==> config.mk <==
export PLATFORM = sky130hd
export DESIGN_NAME = id_hazard_ctrl_flat
export DESIGN_NICKNAME = d
export VERILOG_FILES = /design/src/rtl/id_hazard_ctrl_if.sv /design/src/rtl/id_hazard_ctrl.sv /design/src/flat_wrapper.sv
export SDC_FILE = /design/constraint.sdc
export NUM_CORES = 1
export LEC_CHECK = 0
export CORE_ASPECT_RATIO = 0.7
export CORE_UTILIZATION = 42
export DETAILED_ROUTE_END_ITERATION = 8
export PLACE_DENSITY = 0.84
export SETUP_SLACK_MARGIN = 0.5
export SYNTH_ARGS = -nofsm -noshare
export SYNTH_HDL_FRONTEND = slang
export SYNTH_SLANG_ARGS = --single-unit
export TNS_END_PERCENT = 5
==> constraint.sdc <==
create_clock -name clk -period 6.2 [get_ports clk]
set_clock_uncertainty 0.05 [all_clocks]
set_input_delay 1.24 -clock clk [delete_from_list [all_inputs] [get_ports clk]]
set_output_delay 1.24 -clock clk [all_outputs]
set_load 0.05 [all_outputs]
==> src/rtl/id_hazard_ctrl_if.sv <==
// Decode-stage hazard controller bundle: pipeline observations in, latch enables/flushes out.
// master = pipeline side that supplies IF/ID and ID/EX fields; slave = the controller.
interface id_hazard_ctrl_if #(
  parameter int CNT_W = 16
);
  logic [31:0]      instr_IF_ID;
  logic             idex_MemRead;
  logic [4:0]       idex_rt;
  logic             branch_taken;
  logic             mem_stall;

  logic             PCWrite;
  logic             IFIDWrite;
  logic             ctrl_zero;
  logic             if_flush;
  logic             ex_flush;
  logic             pipe_hold;
  logic [CNT_W-1:0] stall_count;
  logic             state;

  modport master (
    output instr_IF_ID, idex_MemRead, idex_rt, branch_taken, mem_stall,
    input  PCWrite, IFIDWrite, ctrl_zero, if_flush, ex_flush, pipe_hold, stall_count, state
  );

  modport slave (
    input  instr_IF_ID, idex_MemRead, idex_rt, branch_taken, mem_stall,
    output PCWrite, IFIDWrite, ctrl_zero, if_flush, ex_flush, pipe_hold, stall_count, state
  );
endinterface

==> src/rtl/id_hazard_ctrl.sv <==
// ID-stage load-use stall / branch flush / memory freeze sequencer; Mealy outputs, 0-cycle latency.
// mem_stall freezes all state and holds the pipe; taken branches abort any stall window.
module id_hazard_ctrl #(
  parameter int LOAD_BUBBLES = 1,
  parameter int CNT_W        = 16
) (
  input  logic            clk,
  input  logic            rst,
  id_hazard_ctrl_if.slave bus
);

  typedef enum logic {
    RUN   = 1'b0,
    STALL = 1'b1
  } state_e;

  localparam logic [1:0] BCNT_INIT = 2'(LOAD_BUBBLES - 1);

  localparam logic [5:0] OP_RTYPE = 6'b000000;
  localparam logic [5:0] OP_BEQ   = 6'b000100;
  localparam logic [5:0] OP_SW    = 6'b101011;

  state_e           state_q, state_d;
  logic [1:0]       bcnt_q, bcnt_d;
  logic [CNT_W-1:0] stall_count_q, stall_count_d;

  logic [5:0] opcode;
  logic [4:0] rs;
  logic [4:0] rt;
  logic       uses_rt;
  logic       hazard;
  logic       bubble;
  logic       unused_instr_bits;

  assign opcode            = bus.instr_IF_ID[31:26];
  assign rs                = bus.instr_IF_ID[25:21];
  assign rt                = bus.instr_IF_ID[20:16];
  assign unused_instr_bits = ^bus.instr_IF_ID[15:0];

  // Only R-type, beq and sw actually read rt as a source operand.
  assign uses_rt = (opcode == OP_RTYPE) || (opcode == OP_BEQ) || (opcode == OP_SW);

  assign hazard = bus.idex_MemRead && (bus.idex_rt != 5'd0) &&
                  ((bus.idex_rt == rs) || (uses_rt && (bus.idex_rt == rt)));

  // In STALL the load has already moved past ID/EX, so the hazard term is irrelevant there.
  assign bubble = (state_q == STALL) || hazard;

  always_ff @(posedge clk) begin
    if (rst) begin
      state_q       <= RUN;
      bcnt_q        <= 2'd0;
      stall_count_q <= '0;
    end else begin
      state_q       <= state_d;
      bcnt_q        <= bcnt_d;
      stall_count_q <= stall_count_d;
    end
  end

  always_comb begin
    state_d       = state_q;
    bcnt_d        = bcnt_q;
    stall_count_d = stall_count_q;
    if (bus.mem_stall) begin
      state_d       = state_q;
      bcnt_d        = bcnt_q;
      stall_count_d = stall_count_q;
    end else if (bus.branch_taken) begin
      state_d = RUN;
      bcnt_d  = 2'd0;
    end else if (bubble) begin
      if (stall_count_q != {CNT_W{1'b1}}) begin
        stall_count_d = stall_count_q + 1'b1;
      end
      if (state_q == RUN) begin
        if (LOAD_BUBBLES > 1) begin
          state_d = STALL;
          bcnt_d  = BCNT_INIT;
        end
      end else if (bcnt_q == 2'd1) begin
        state_d = RUN;
        bcnt_d  = 2'd0;
      end else begin
        bcnt_d = bcnt_q - 2'd1;
      end
    end
  end

  always_comb begin
    bus.PCWrite   = 1'b1;
    bus.IFIDWrite = 1'b1;
    bus.ctrl_zero = 1'b0;
    bus.if_flush  = 1'b0;
    bus.ex_flush  = 1'b0;
    bus.pipe_hold = 1'b0;
    if (rst) begin
      bus.PCWrite   = 1'b0;
      bus.IFIDWrite = 1'b0;
      bus.ctrl_zero = 1'b1;
    end else if (bus.mem_stall) begin
      bus.PCWrite   = 1'b0;
      bus.IFIDWrite = 1'b0;
      bus.pipe_hold = 1'b1;
    end else if (bus.branch_taken) begin
      bus.if_flush  = 1'b1;
      bus.ex_flush  = 1'b1;
      bus.ctrl_zero = 1'b1;
    end else if (bubble) begin
      bus.PCWrite   = 1'b0;
      bus.IFIDWrite = 1'b0;
      bus.ctrl_zero = 1'b1;
    end
  end

  assign bus.stall_count = stall_count_q;
  assign bus.state       = state_q;

endmodule

==> src/flat_wrapper.sv <==
// flat-port wrapper written by rule: the top's interface ports become plain ports
module id_hazard_ctrl_flat 
#(
  parameter int LOAD_BUBBLES = 1,
  parameter int CNT_W        = 16
)
  (clk, rst, bus_instr_IF_ID, bus_idex_MemRead, bus_idex_rt, bus_branch_taken, bus_mem_stall, bus_PCWrite, bus_IFIDWrite, bus_ctrl_zero, bus_if_flush, bus_ex_flush, bus_pipe_hold, bus_stall_count, bus_state);
  id_hazard_ctrl_if #(.CNT_W(CNT_W)) bus_i ();
  input  logic clk;
  input  logic rst;
  input wire logic [$bits(bus_i.instr_IF_ID)-1:0] bus_instr_IF_ID;
  input wire logic [$bits(bus_i.idex_MemRead)-1:0] bus_idex_MemRead;
  input wire logic [$bits(bus_i.idex_rt)-1:0] bus_idex_rt;
  input wire logic [$bits(bus_i.branch_taken)-1:0] bus_branch_taken;
  input wire logic [$bits(bus_i.mem_stall)-1:0] bus_mem_stall;
  output wire logic [$bits(bus_i.PCWrite)-1:0] bus_PCWrite;
  output wire logic [$bits(bus_i.IFIDWrite)-1:0] bus_IFIDWrite;
  output wire logic [$bits(bus_i.ctrl_zero)-1:0] bus_ctrl_zero;
  output wire logic [$bits(bus_i.if_flush)-1:0] bus_if_flush;
  output wire logic [$bits(bus_i.ex_flush)-1:0] bus_ex_flush;
  output wire logic [$bits(bus_i.pipe_hold)-1:0] bus_pipe_hold;
  output wire logic [$bits(bus_i.stall_count)-1:0] bus_stall_count;
  output wire logic [$bits(bus_i.state)-1:0] bus_state;
  assign bus_i.instr_IF_ID = bus_instr_IF_ID;
  assign bus_i.idex_MemRead = bus_idex_MemRead;
  assign bus_i.idex_rt = bus_idex_rt;
  assign bus_i.branch_taken = bus_branch_taken;
  assign bus_i.mem_stall = bus_mem_stall;
  assign bus_PCWrite = bus_i.PCWrite;
  assign bus_IFIDWrite = bus_i.IFIDWrite;
  assign bus_ctrl_zero = bus_i.ctrl_zero;
  assign bus_if_flush = bus_i.if_flush;
  assign bus_ex_flush = bus_i.ex_flush;
  assign bus_pipe_hold = bus_i.pipe_hold;
  assign bus_stall_count = bus_i.stall_count;
  assign bus_state = bus_i.state;
  id_hazard_ctrl #(.LOAD_BUBBLES(LOAD_BUBBLES), .CNT_W(CNT_W)) u_core (.clk(clk), .rst(rst), .bus(bus_i));
endmodule
Word level (Yosys, flattened, before mapping)
Cells that the tools add are included.
{ "op_classes": {"addsub": 2, "n_eq_ne": 6, "mux": 21, "n_bitwise": 2, "n_reduce_logical": 14} }
{ "ops": {"columns": ["op", "count"], "rows": [
  ["$mux 1", 17],
  ["$add 16x1->16 const B", 1],
  ["$ne 16x16->1 const B", 1],
  ["$eq 5x5->1", 2],
  ["$mux 2", 4],
  ["$eq 6x3->1 const B", 1],
  ["$eq 6x6->1 const B", 1],
  ["$logic_not 6->1", 1],
  ["$reduce_bool 5->1", 1],
  ["$logic_or 1x1->1", 4],
  ["$reduce_and 4->1", 1],
  ["$reduce_bool 2->1", 2],
  ["$logic_and 1x1->1", 3],
  ["$reduce_and 3->1", 1],
  ["$eq 2x1->1 const B", 1],
  ["$not 1->1", 2],
  ["$reduce_and 2->1", 1],
  ["$sub 2x1->2 const B", 1]
]} }
{ "word_totals": {"regBits": 19, "in_bits": 42, "output_inout_bits": 23, "wordCells": 48} }

Depth between registers and ports, before layout
Gate-level depths: netlist of the first run.
{ "logic_depth": {"depth_word": 11, "depth_mapped": 8, "depth_no_buf": 6} }

Worst setup path before layout of the first run
No wires, ideal clock.
{ "synth_path": {"kind": "input -> output", "start": "in bus_idex_rt[0]", "end": "out bus_PCWrite", "t_arrival_ns": 3.863, "slack_ns": 1.047, "path_stages": 8, "path_buffers": 2, "path_cell_list": "or4_4 o21ai_4 o41ai_2 nor2_1 buf_2 nor2_1 nor3_1 buf_4"} }
{ "synth_between": {"elab_chain_len": 9} }
{ "synth_rtl": {"columns": ["element", "line", "source"], "rows": [
  ["start: declaration", "flat_wrapper.sv:13", "input wire logic [$bits(bus_i.idex_rt)-1:0] bus_idex_rt;"],
  ["$eq 5x5->1", "id_hazard_ctrl.sv:44", "((bus.idex_rt == rs) || (uses_rt && (bus.idex_rt == rt)));"],
  ["$logic_and 1x1->1", "id_hazard_ctrl.sv:44", null],
  ["$logic_or 1x1->1", "id_hazard_ctrl.sv:44", null],
  ["$logic_and 1x1->1 *", "id_hazard_ctrl.sv:43", "assign hazard = bus.idex_MemRead && (bus.idex_rt != 5'd0) &&"],
  ["$logic_or 1x1->1 *", "id_hazard_ctrl.sv:47", "assign bubble = (state_q == STALL) || hazard;"],
  ["$mux 1 * (4 in series)", null, null],
  ["end: declaration", "flat_wrapper.sv:16", "output wire logic [$bits(bus_i.PCWrite)-1:0] bus_PCWrite;"]
]} }
Every way passes the cells marked *; elsewhere a longest branch is shown, timed or not.

Worst setup path after layout of the first run
{ "layout_path": {"start": "in bus_idex_rt[0]", "end": "out bus_IFIDWrite"} }
{ "layout_between": {"elab_chain_len": 9} }
{ "layout_rtl": {"columns": ["element", "line", "source"], "rows": [
  ["$eq 5x5->1", "id_hazard_ctrl.sv:44", null],
  ["$logic_and 1x1->1", "id_hazard_ctrl.sv:44", null],
  ["$logic_or 1x1->1", "id_hazard_ctrl.sv:44", null],
  ["$logic_and 1x1->1 *", "id_hazard_ctrl.sv:43", null],
  ["$logic_or 1x1->1 *", "id_hazard_ctrl.sv:47", null],
  ["$mux 1 *", "id_hazard_ctrl.sv:109", "end else if (bubble) begin"],
  ["$mux 1 *", "id_hazard_ctrl.sv:105", "end else if (bus.branch_taken) begin"],
  ["$mux 1 *", "id_hazard_ctrl.sv:101", "end else if (bus.mem_stall) begin"],
  ["$mux 1 *", "id_hazard_ctrl.sv:97", "if (rst) begin"],
  ["end: declaration", "flat_wrapper.sv:17", "output wire logic [$bits(bus_i.IFIDWrite)-1:0] bus_IFIDWrite;"]
]} }
Marks and branches as above.

==> results of run 1 <==
registers in the layout (all words and copies together) (netlist names):
register                count
u_core.bcnt_q               2
u_core.bus.state            1
u_core.bus.stall_count     16
what timing repair did:
| item | 4_1_cts | 5_1_grt |
|---|---|---|
| setup endpoints to repair | 0 | 2 |
| buffers inserted | 0 | 0 |
| gates resized for setup | 0 | 1 |
| endpoints found under the hold margin | 0 | 0 |
layout make-up:
type                       instances  area, µm²  share of cell area [%]
multi-input combinational        120        822                    46.0
timing repair buffer              49        488                    27.3
sequential                        19        380                    21.3
clock buffer                       4       45.0                    2.52
tap                               36       45.0                    2.52
inverter                           2       7.51                   0.420
stage by stage:
stage / setup WS [ns] / power, mW / hold WS, ns / instance area [µm²] / util, %
final: 0.795 / 0.259 / 0.460 / 1790 / 63.3
after global routing: 0.669 / 0.268 / 0.480 / 1790 / 63.3
after CTS: 0.615 / 0.258 / 0.456 / 1790 / 63.3
after detailed placement: 0.610 / 0.173 / 0.445 / 1740 / 61.7
after global placement: 0.725 / 0.172 / 0.419 / 1740 / 61.7
after floorplan: 1.05 / 0.148 / 0.404 / 1260 / -
worst paths after layout:
path / slack, ns / endpoint
max reg2reg: 3.75 / u_core.bus.stall_count[2]$_SDFFE_PP0P_
min: 0.46 / u_core.bus.stall_count[12]$_SDFFE_PP0P_
max: 0.79 / bus_IFIDWrite
min reg2reg: 0.46 / u_core.bus.stall_count[12]$_SDFFE_PP0P_
cell usage in the layout, fill, tap and decap left out, types with 2 or more instances in the layout:
cell type and instances:
ha_1 2, nor3_1 7, o21ai_0 6, nor3_2 2, mux2_1 3, nor2b_1 6, inv_1 2, and3_1 2
clkdlybuf4s50_1 48, o21a_1 2, or3_1 6, nand4_1 3, nor2_1 13, xor2_1 2, a21oi_1 11, nor3b_1 3
dfxtp_1 19, nand2_1 6, xnor2_1 8, o21bai_1 2, o31ai_1 2, or4_1 8, nand3_1 6, clkbuf_8 3
power breakdown:
| part | internal (mW) | switching [mW] |
|---|---|---|
| Sequential | 0.122 | 0.0000668 |
| Clock | 0.0458 | 0.0430 |
| Combinational | 0.0250 | 0.0234 |
worst max-delay path, cell delays in order:
cell             delay, ns
clkdlybuf4s50_1       0.48
or4_4                 0.58
o21ai_4               0.18
o41ai_2               0.14
nor2_2                0.35
nor2_1                0.08
nor3_1                0.20
clkdlybuf4s50_1       0.85
layer usage:
| layer | vias to the layer above | share of wire (%) | wire [µm] | global-route usage, % |
|---|---|---|---|---|
| met5 | - | 0 | 0 | 0 |
| met4 | 0 | 1.1 | 34 | 4.26 |
| met3 | 10 | 4.8 | 155 | 5.71 |
| met2 | 51 | 50 | 1610 | 34.4 |
| met1 | 619 | 44 | 1440 | 27.3 |
| li1 | 642 | - | - | - |
cells by family (layout without fill, tap and decap cells):
kind of cell / count (synthesis) / count (layout) / share of synthesized area, %
and+or+nand+nor: 73 / 73 / 34.8
AOI/OAI and AO/OA: 30 / 30 / 16.6
DFF: 19 / 19 / 30.2
xor gates and xnor gates: 10 / 10 / 6.97
buffers and inverters: 10 / 55 / 4.58
muxes: 5 / 5 / 4.78
adders and majority gates: 2 / 2 / 1.99
==> summary.md, run 1 <==
| Metric | Value |
|---|---|
| Number of vias per cell | `5.75` |
| Static Leak | `about 0.58 nW` |
| Syn nets | `~190` |
| GRT Overall Usage | `20.7%` |
| Root Buffer | `clkbuf_8` |
| Netlist Area Pre-Place | `between 1000 and 1500 µm²` |
| Worst Hold Class | `reg2reg` |
| Worst-Margin Slew | `0.938 ns` |
| Ys async rst share | `0%` |
| MaxCap Viol Count | `0` |
| WL/cell | `approximately 14 µm` |
| DP HPWL | `2.49 mm` |
| Area Overhead vs Synth | `42.2%` |
| Worst setup EP type | `primary output` |
| Crit path launch type | `input pin` |
| Worst IR Drop VDD | `between 0.0001 and 0.00015 V` |
| Row cnt | `16` |
| Synthesized flop and latch total | `19` |
| Crit path max fanout | `12` |
| Status | `complete, no violations` |
| Synth cell count leaders | `19 x dfxtp_1, 14 x nor2_1, 11 x a21oi_1` |
| P per Cell Area | `145 nW/µm²` |
| I/O Pins | `65` |
| Die Wd | `~67 µm` |
| RSZ-0062 raised after global routing | `false` |
| Final worst-path cycle share | `87.2%` |
| Number of diodes | `0` |
| Max clock buf depth | `2` |
| Worst-case reg-to-reg path depth | `5` |
| Placeable Area | `2820 µm²` |
| Cells after Synth | `149` |
| DRC | `0` |
| Seq/Total Area, Yosys | `30.2%` |
| # nets final | `between 200 and 250` |
| Yosys warnings | `0` |
| Share of layout cells above drive strength 1 | `8.25%` |
| Final Hold Fails | `0` |
| Initial DRC Count | `94` |
| WHS Path Cells | `2` |
| Vias in the first global route | `1035` |
| GP Congestion | `0.803` |
| I/O Buffers | `48` |
| Post-cts hold buffer count | `0` |
| Final Setup Violations | `0` |
| Syn_area_per_cell | `~8.4 µm²` |
| TritonCTS clock tree | `built` |
| FF-to-FF Start | `u_core.bus.stall_count[0]$_SDFFE_PP0P_` |
| Clock transition at path regs | `0.07 ns` |
| Worst Path Arrival | `about 4.1 ns` |
| Sink Count | `19` |
| Most common cell in the netlist | `dfxtp_1` |
| Clk Latency, worst-skew pair | `0.26 ns` |
| Dpl cells | `226` |
| Worst Hold Launch | `u_core.bus.stall_count[12]$_SDFFE_PP0P_` |
| Filler cell count | `222` |
| Slew Limit Fails | `0` |
| First-pass GRT wire length | `4.93 mm` |
| Total die area | `3220 µm²` |
| Post-synth EDFFs | `0` |
| Synth top area share | `between 30% and 40%` |
| CP Launch Point | `bus_idex_rt[0]` |
| H-tree depth | `1` |
| Initial antenna violation count | `0` |
| Top post-synthesis cells by area | `dfxtp_1 30%, xnor2_1 5.6%, or4_1 4.8%, a21oi_1 4.4%, nor2_1 4.2%` |
| Setup Crit Path Kind | `in2out` |
| Worst endpoint required time | `just under 5 ns` |
| Antenna Nets Post-Route | `0` |
| Cell taking the most area after synthesis | `dfxtp_1` |
| Library cells used by synthesis | `46` |
| Main flop type after synthesis | `dfxtp_1` |
| Setup TNS Final | `0 ns` |
| Peak Freq | `0.185 GHz` |
| Min Tclk post-route | `5.41 ns` |
| Finished Layout Cells | `230` |
| Final WL | `3.24 mm` |
| Drt first pass iters | `4` |
| Overflow after GRT | `0` |
| Slew HR | `37.1%` |
| Height of the die | `47.8 µm` |
| Total CTS buffers | `3` |
| Starting Density | `44.5%` |
| Detailed-route via count | `1322` |
| Largest net degree at the start of global routing | `29` |
Power figures use the tool's default switching activity.
==> run 2: changes to the inputs <==
CORE_MARGIN = 8   (was default)
SLEW_MARGIN = 20   (was default)
==> summary.md, run 2 (synthesis results as in run 1) <==
| Metric | Value |
|---|---|
| Worst-path cell chain | `clkdlybuf4s50_1 -> or4_4 -> o21ai_4 -> o41ai_2 -> nor2_2 -> nor2_1 -> nor3_1 -> clkdlybuf4s50_1` |
| Total CTS buffers | `3 (unchanged)` |
| Crit path max fanout | `12 (unchanged)` |
| Met3 GRT Util | `3.74% (-2.0 points)` |
| Share of layout cells above drive strength 1 | `8.76% (+0.52 points)` |
| Commonest non-fill, non-tap cell in the layout | `clkdlybuf4s50_1` |
| Area Overhead vs Synth | `42.3% (about the same)` |
| Crit path launch type | `input pin` |
| Starting Density | `44.5% (unchanged)` |
| First-pass GRT wire length | `5.82 mm (+18%)` |
| I/O Buffers | `48 (unchanged)` |
| WHS Path Cells | `2 (unchanged)` |
| Initial antenna violation count | `0 (unchanged)` |
| Switching Share | `25.8% (+0.12 points)` |
| Placeable Area | `2820 µm² (unchanged)` |
| Sink Count | `19 (unchanged)` |
| Overflow after GRT | `0 (unchanged)` |
| Final WS setup | `0.805 ns (+0.00983 ns)` |
| Most frequent cells in the layout | `48 x clkdlybuf4s50_1, 19 x dfxtp_1, 13 x nor2_1` |
| Final Setup Violations | `0 (unchanged)` |
| Setup Crit Path Kind | `in2out` |
| Root Buffer | `clkbuf_8` |
| Worst-case reg-to-reg path depth | `5 (unchanged)` |
| DP HPWL | `2.80 mm (+12%)` |
| Number of diodes | `0 (unchanged)` |
| MaxCap Viol Count | `0 (unchanged)` |
| Antenna Nets Post-Route | `0 (unchanged)` |
| Worst Path Arrival | `4.11 ns (about the same)` |
| Final WL | `3.55 mm (+9.8%)` |
| Setup TNS Final | `0 ns (unchanged)` |
| Slew Limit Fails | `0 (unchanged)` |
| Drt first pass iters | `4 (unchanged)` |
| GR Util met2 | `27.3% (-7.1 points)` |
| Clk Latency, worst-skew pair | `0.27 ns (about the same)` |
| Comb power frac | `18.7% (about the same)` |
| Slowest cell on crit path | `clkdlybuf4s50_1` |
| Final worst-path cycle share | `87.0% (-0.16 points)` |
| TritonCTS clock tree | `built` |
| Final Hold Fails | `0 (unchanged)` |
| Worst endpoint required time | `4.91 ns (about the same)` |
| Dpl cells | `226 (unchanged)` |
| DRC | `0 (unchanged)` |
| Crit path largest cell delay | `0.86 ns (about the same)` |
| Max reg flops | `16 (unchanged)` |
| Status | `complete, no violations` |
| Min Tclk post-route | `5.40 ns (-0.00983 ns)` |
| GR peak layer | `met2` |
| Row cnt | `16 (unchanged)` |
| Clock power frac | `34.0% (-0.2 points)` |
| Detailed-route via count | `1295 (-2.0%)` |
| Number of vias per cell | `5.63 (-2.0%)` |
| Worst-Margin Slew | `0.920 ns (-0.0185 ns)` |
| Worst setup EP type | `primary output` |
| Slew HR | `38.4% (+1.2 points)` |
| Post-cts hold buffer count | `0 (unchanged)` |
| Static Leak | `0.580 nW (+0.47%)` |
| WL/cell | `15.5 µm (+9.8%)` |
| Die Wd | `81.4 µm (+21%)` |
| H-tree depth | `1 (unchanged)` |
| # nets final | `239 (unchanged)` |
| GR Util met1 | `16.8% (-11 points)` |
| Vias in the first global route | `1226 (+18%)` |
| Finished Layout Cells | `230 (unchanged)` |
| Place WS | `0.626 ns (+0.0160 ns)` |
| GRT Overall Usage | `14.7% (-6.0 points)` |
| Height of the die | `61.8 µm (+29%)` |
| RSZ-0062 raised after global routing | `false` |
| I/O Pins | `65 (unchanged)` |
| Top cell by count, worst path | `clkdlybuf4s50_1` |
| Total die area | `5030 µm² (+56%)` |
| Largest net degree at the start of global routing | `29 (unchanged)` |
| Worst IR Drop VDD | `0.0000897 V (-11%)` |
| Initial DRC Count | `122 (+30%)` |
| Worst Hold Class | `reg2reg` |
| Clock transition at path regs | `0.06 ns (about the same)` |
| Max clock buf depth | `2 (unchanged)` |
| Share of power burned in registers | `47.3% (+0.2 points)` |
| WHS | `0.452 ns (-0.00845 ns)` |
| GP Congestion | `0.776 (-3.3%)` |
| P_sw | `0.0666 mW (+0.10%)` |
| Internal | `0.192 mW (-0.52%)` |
| R2R Setup Slk | `3.72 ns (-0.03 ns)` |
| P per Cell Area | `144 nW/µm² (-0.43%)` |
| Peak Freq | `0.185 GHz (+0.18%)` |
-- run 2: repair_timing --
action | in CTS | in global routing
gates resized for setup | 0 | 1
setup buffers | 0 | 0
endpoints found under the setup margin | 0 | 2
-- run 2: path summary, 6_finish.rpt --
| path | to | start |
|---|---|---|
| max reg2reg | u_core.bus.stall_count[3]$_SDFFE_PP0P_ | u_core.bus.stall_count[0]$_SDFFE_PP0P_ |
| min | u_core.bcnt_q[1]$_SDFFE_PP0P_ | u_core.bcnt_q[1]$_SDFFE_PP0P_ |
| min reg2reg | u_core.bcnt_q[1]$_SDFFE_PP0P_ | u_core.bcnt_q[1]$_SDFFE_PP0P_ |
| max | bus_IFIDWrite | bus_idex_rt[0] |
-- run 2: layer usage --
metal / routed length (µm) / vias to the layer above
li1: - / 644
met4: 34 / 0
met3: 137 / 6
met5: 0 / -
met1: 1500 / 615
met2: 1890 / 30
-- run 2: critical path: cells and delay by family --
kind | cells | cell delay [ns]
buffers and inverters | 2 | 1.33
AND/OR/NAND/NOR | 4 | 1.23
AO/OA/AOI/OAI | 2 | 0.30
-- run 2: final cells by class --
class,instances,area [µm²]
tap,36,45.0
timing repair buffer,49,488
multi-input combinational,120,822
fill,228,1030
inverter,2,7.51
clock inverter,1,5.00
sequential,19,380
clock buffer,3,41.3
-- run 2: power groups by stage --
stage,Combinational [mW],Clock (mW),Sequential (mW)
after global routing,0.0510,0.0963,0.122
after detailed placement,0.0483,0,0.125
final,0.0484,0.0879,0.122
after global placement,0.0470,0,0.125
after floorplan,0.0231,0,0.125
after CTS,0.0485,0.0889,0.122
-- run 2: through the flow --
stage | total power [mW] | util (%) | instance area (µm²)
finish | 0.258 | 63.4 | 1790
detailed placement | 0.173 | 61.7 | 1740
global route | 0.269 | 63.4 | 1790
global placement | 0.172 | 61.7 | 1740
CTS | 0.259 | 63.3 | 1790
floorplan | 0.148 | - | 1260
==> run 3: changes to the inputs <==
GPL_TIMING_DRIVEN = 1   (was default)
SETUP_SLACK_MARGIN = default   (was 0.5)
==> summary.md, run 3 (synthesis results as in run 1) <==
| Metric | Value |
|---|---|
| Initial antenna violation count | `0 (unchanged)` |
| Height of the die | `61.8 µm (unchanged)` |
| Most frequent cells in the layout | `48 x clkdlybuf4s50_1, 19 x dfxtp_1, 14 x nor2_1` |
| Sequential cell area | `380 µm² (unchanged)` |
| Place WS | `0.626 ns (unchanged)` |
| Setup TNS Final | `0 ns (unchanged)` |
| Total die area | `5030 µm² (unchanged)` |
| Filler cell count | `230 (+0.88%)` |
| Worst-Margin Slew | `0.910 ns (-0.00987 ns)` |
| Worst setup EP type | `primary output` |
| Total CTS buffers | `3 (unchanged)` |
| Placed Instance Area | `1740 µm² (unchanged)` |
| Utilization after layout | `63.3% (-0.089 points)` |
| Placeable Area | `2820 µm² (unchanged)` |
| # nets final | `239 (unchanged)` |
| Setup bufs post-CTS | `0 (unchanged)` |
| TritonCTS clock tree | `built` |
| Final WL | `3.57 mm (+0.39%)` |
| Max clock buf depth | `2 (unchanged)` |
| I/O Pins | `65 (unchanged)` |
| I/O Buffers | `48 (unchanged)` |
| Resized cells post-CTS | `0 (unchanged)` |
| H-tree depth | `1 (unchanged)` |
| Clock transition at path regs | `0.06 ns (about the same)` |
| Drt first pass iters | `4 (unchanged)` |
| Crit path launch type | `input pin` |
| Largest net degree at the start of global routing | `29 (unchanged)` |
| Row cnt | `16 (unchanged)` |
| RSZ-0062 raised after global routing | `false` |
| Antenna Nets Post-Route | `0 (unchanged)` |
| Crit path max fanout | `12 (unchanged)` |
| Final worst-path cycle share | `90.0% (+3.0 points)` |
| Clock power frac | `33.9% (about the same)` |
| Area occupied by multi-input gates | `820 µm² (-0.30%)` |
| Internal | `0.192 mW (about the same)` |
| Overflow after GRT | `0 (unchanged)` |
| Min Tclk post-route | `5.58 ns (+0.186 ns)` |
| DP HPWL | `2.80 mm (unchanged)` |
| Commonest non-fill, non-tap cell in the layout | `clkdlybuf4s50_1` |
| Area Overhead vs Synth | `42.1%` |
| Static Leak | `0.579 nW (-0.17%)` |
| Post-cts hold buffer count | `0 (unchanged)` |
| Comb power frac | `18.7% (about the same)` |
| Starting Density | `44.5% (unchanged)` |
| Initial DRC Count | `128 (+4.9%)` |
| P per Cell Area | `144 nW/µm² (about the same)` |
| Share of power burned in registers | `47.3% (about the same)` |
| Worst IR Drop VDD | `0.0000892 V (-0.61%)` |
| DRC | `0 (unchanged)` |
| Design area | `1790 µm² (-0.14%)` |
| Final Hold Fails | `0 (unchanged)` |
| Root Buffer | `clkbuf_8` |
| Setup Crit Path Kind | `in2out` |
| P_sw | `0.0662 mW (-0.51%)` |
| First-pass GRT wire length | `5.82 mm (unchanged)` |
| Sink Count | `19 (unchanged)` |
| GRT Overall Usage | `14.7% (unchanged)` |
| GP Congestion | `0.776 (unchanged)` |
| Number of vias per cell | `5.61 (-0.39%)` |
| Status | `complete, no violations` |
| Max reg flops | `16 (unchanged)` |
| WL/cell | `15.5 µm (+0.39%)` |
| Final WS setup | `0.619 ns (-0.186 ns)` |
| Die Wd | `81.4 µm (unchanged)` |
| Vias in the first global route | `1226 (unchanged)` |
| Worst endpoint required time | `4.91 ns (about the same)` |
| Detailed-route via count | `1290 (-0.39%)` |
| Slew HR | `39.0% (+0.66 points)` |
| Worst Hold Class | `reg2reg` |
| MaxCap Viol Count | `0 (unchanged)` |
| Number of diodes | `0 (unchanged)` |
| Final Setup Violations | `0 (unchanged)` |
| Worst Path Arrival | `4.29 ns (+0.18 ns)` |
| Peak Freq | `0.179 GHz (-3.3%)` |
| Clk Latency, worst-skew pair | `0.26 ns (about the same)` |
| Share of layout cells above drive strength 1 | `8.25% (-0.52 points)` |
| Switching Share | `25.7% (-0.093 points)` |
| Slew Limit Fails | `0 (unchanged)` |
[run 3: cell counts in the layout (fill, tap and decap cells not counted)]
Identical to the previous run, type by type.
[run 3: worst max-delay path, stage by stage]
cell and delay [ns]:
clkdlybuf4s50_1 0.47, or4_4 0.58, o21ai_4 0.16, o41ai_2 0.14, nor2_1 0.51, nor2_1 0.09
nor3_1 0.23, clkdlybuf4s50_1 0.86
[run 3: worst paths after layout]
| check | startpoint | to | slack [ns] | cells past startpoint |
|---|---|---|---|---|
| min reg2reg | u_core.bcnt_q[1]$_SDFFE_PP0P_ | u_core.bcnt_q[1]$_SDFFE_PP0P_ | 0.45 | 2 |
| min | u_core.bcnt_q[1]$_SDFFE_PP0P_ | u_core.bcnt_q[1]$_SDFFE_PP0P_ | 0.45 | 2 |
| max | bus_idex_rt[0] | bus_IFIDWrite | 0.62 | 8 |
| max reg2reg | u_core.bus.stall_count[0]$_SDFFE_PP0P_ | u_core.bus.stall_count[3]$_SDFFE_PP0P_ | 3.73 | 5 |
[run 3: layer usage]
metal / share of wire, % / GRT usage, %
met5: 0 / 0
met4: 0.98 / 3.04
met3: 4.9 / 3.74
met2: 53 / 27.3
met1: 41 / 16.8
[run 3: stage by stage]
step | power, mW | instances | hold slack [ns]
after detailed placement | 0.173 | 226 | 0.444
after global routing | 0.269 | 230 | 0.521
after CTS | 0.259 | 230 | 0.459
after global placement | 0.172 | 226 | 0.420
after floorplan | 0.148 | 149 | 0.404
final | 0.258 | 230 | 0.452
[run 3: final cells by class]
class	count	share of cell area, %
Tap cell	36	2.52
Multi-Input combinational cell	120	45.9
Inverter	2	0.420
Clock buffer	3	2.31
Timing Repair Buffer	49	27.3
Clock inverter	1	0.280
Sequential cell	19	21.3
[run 3: power groups by stage]
stage          registers (mW)  clock network [mW]  logic (mW)
5_1_grt                 0.122              0.0963      0.0510
3_3_place_gp            0.125                   0      0.0470
6_report                0.122              0.0875      0.0483
4_1_cts                 0.122              0.0889      0.0485
3_5_place_dp            0.125                   0      0.0483
2_1_floorplan           0.125                   0      0.0231
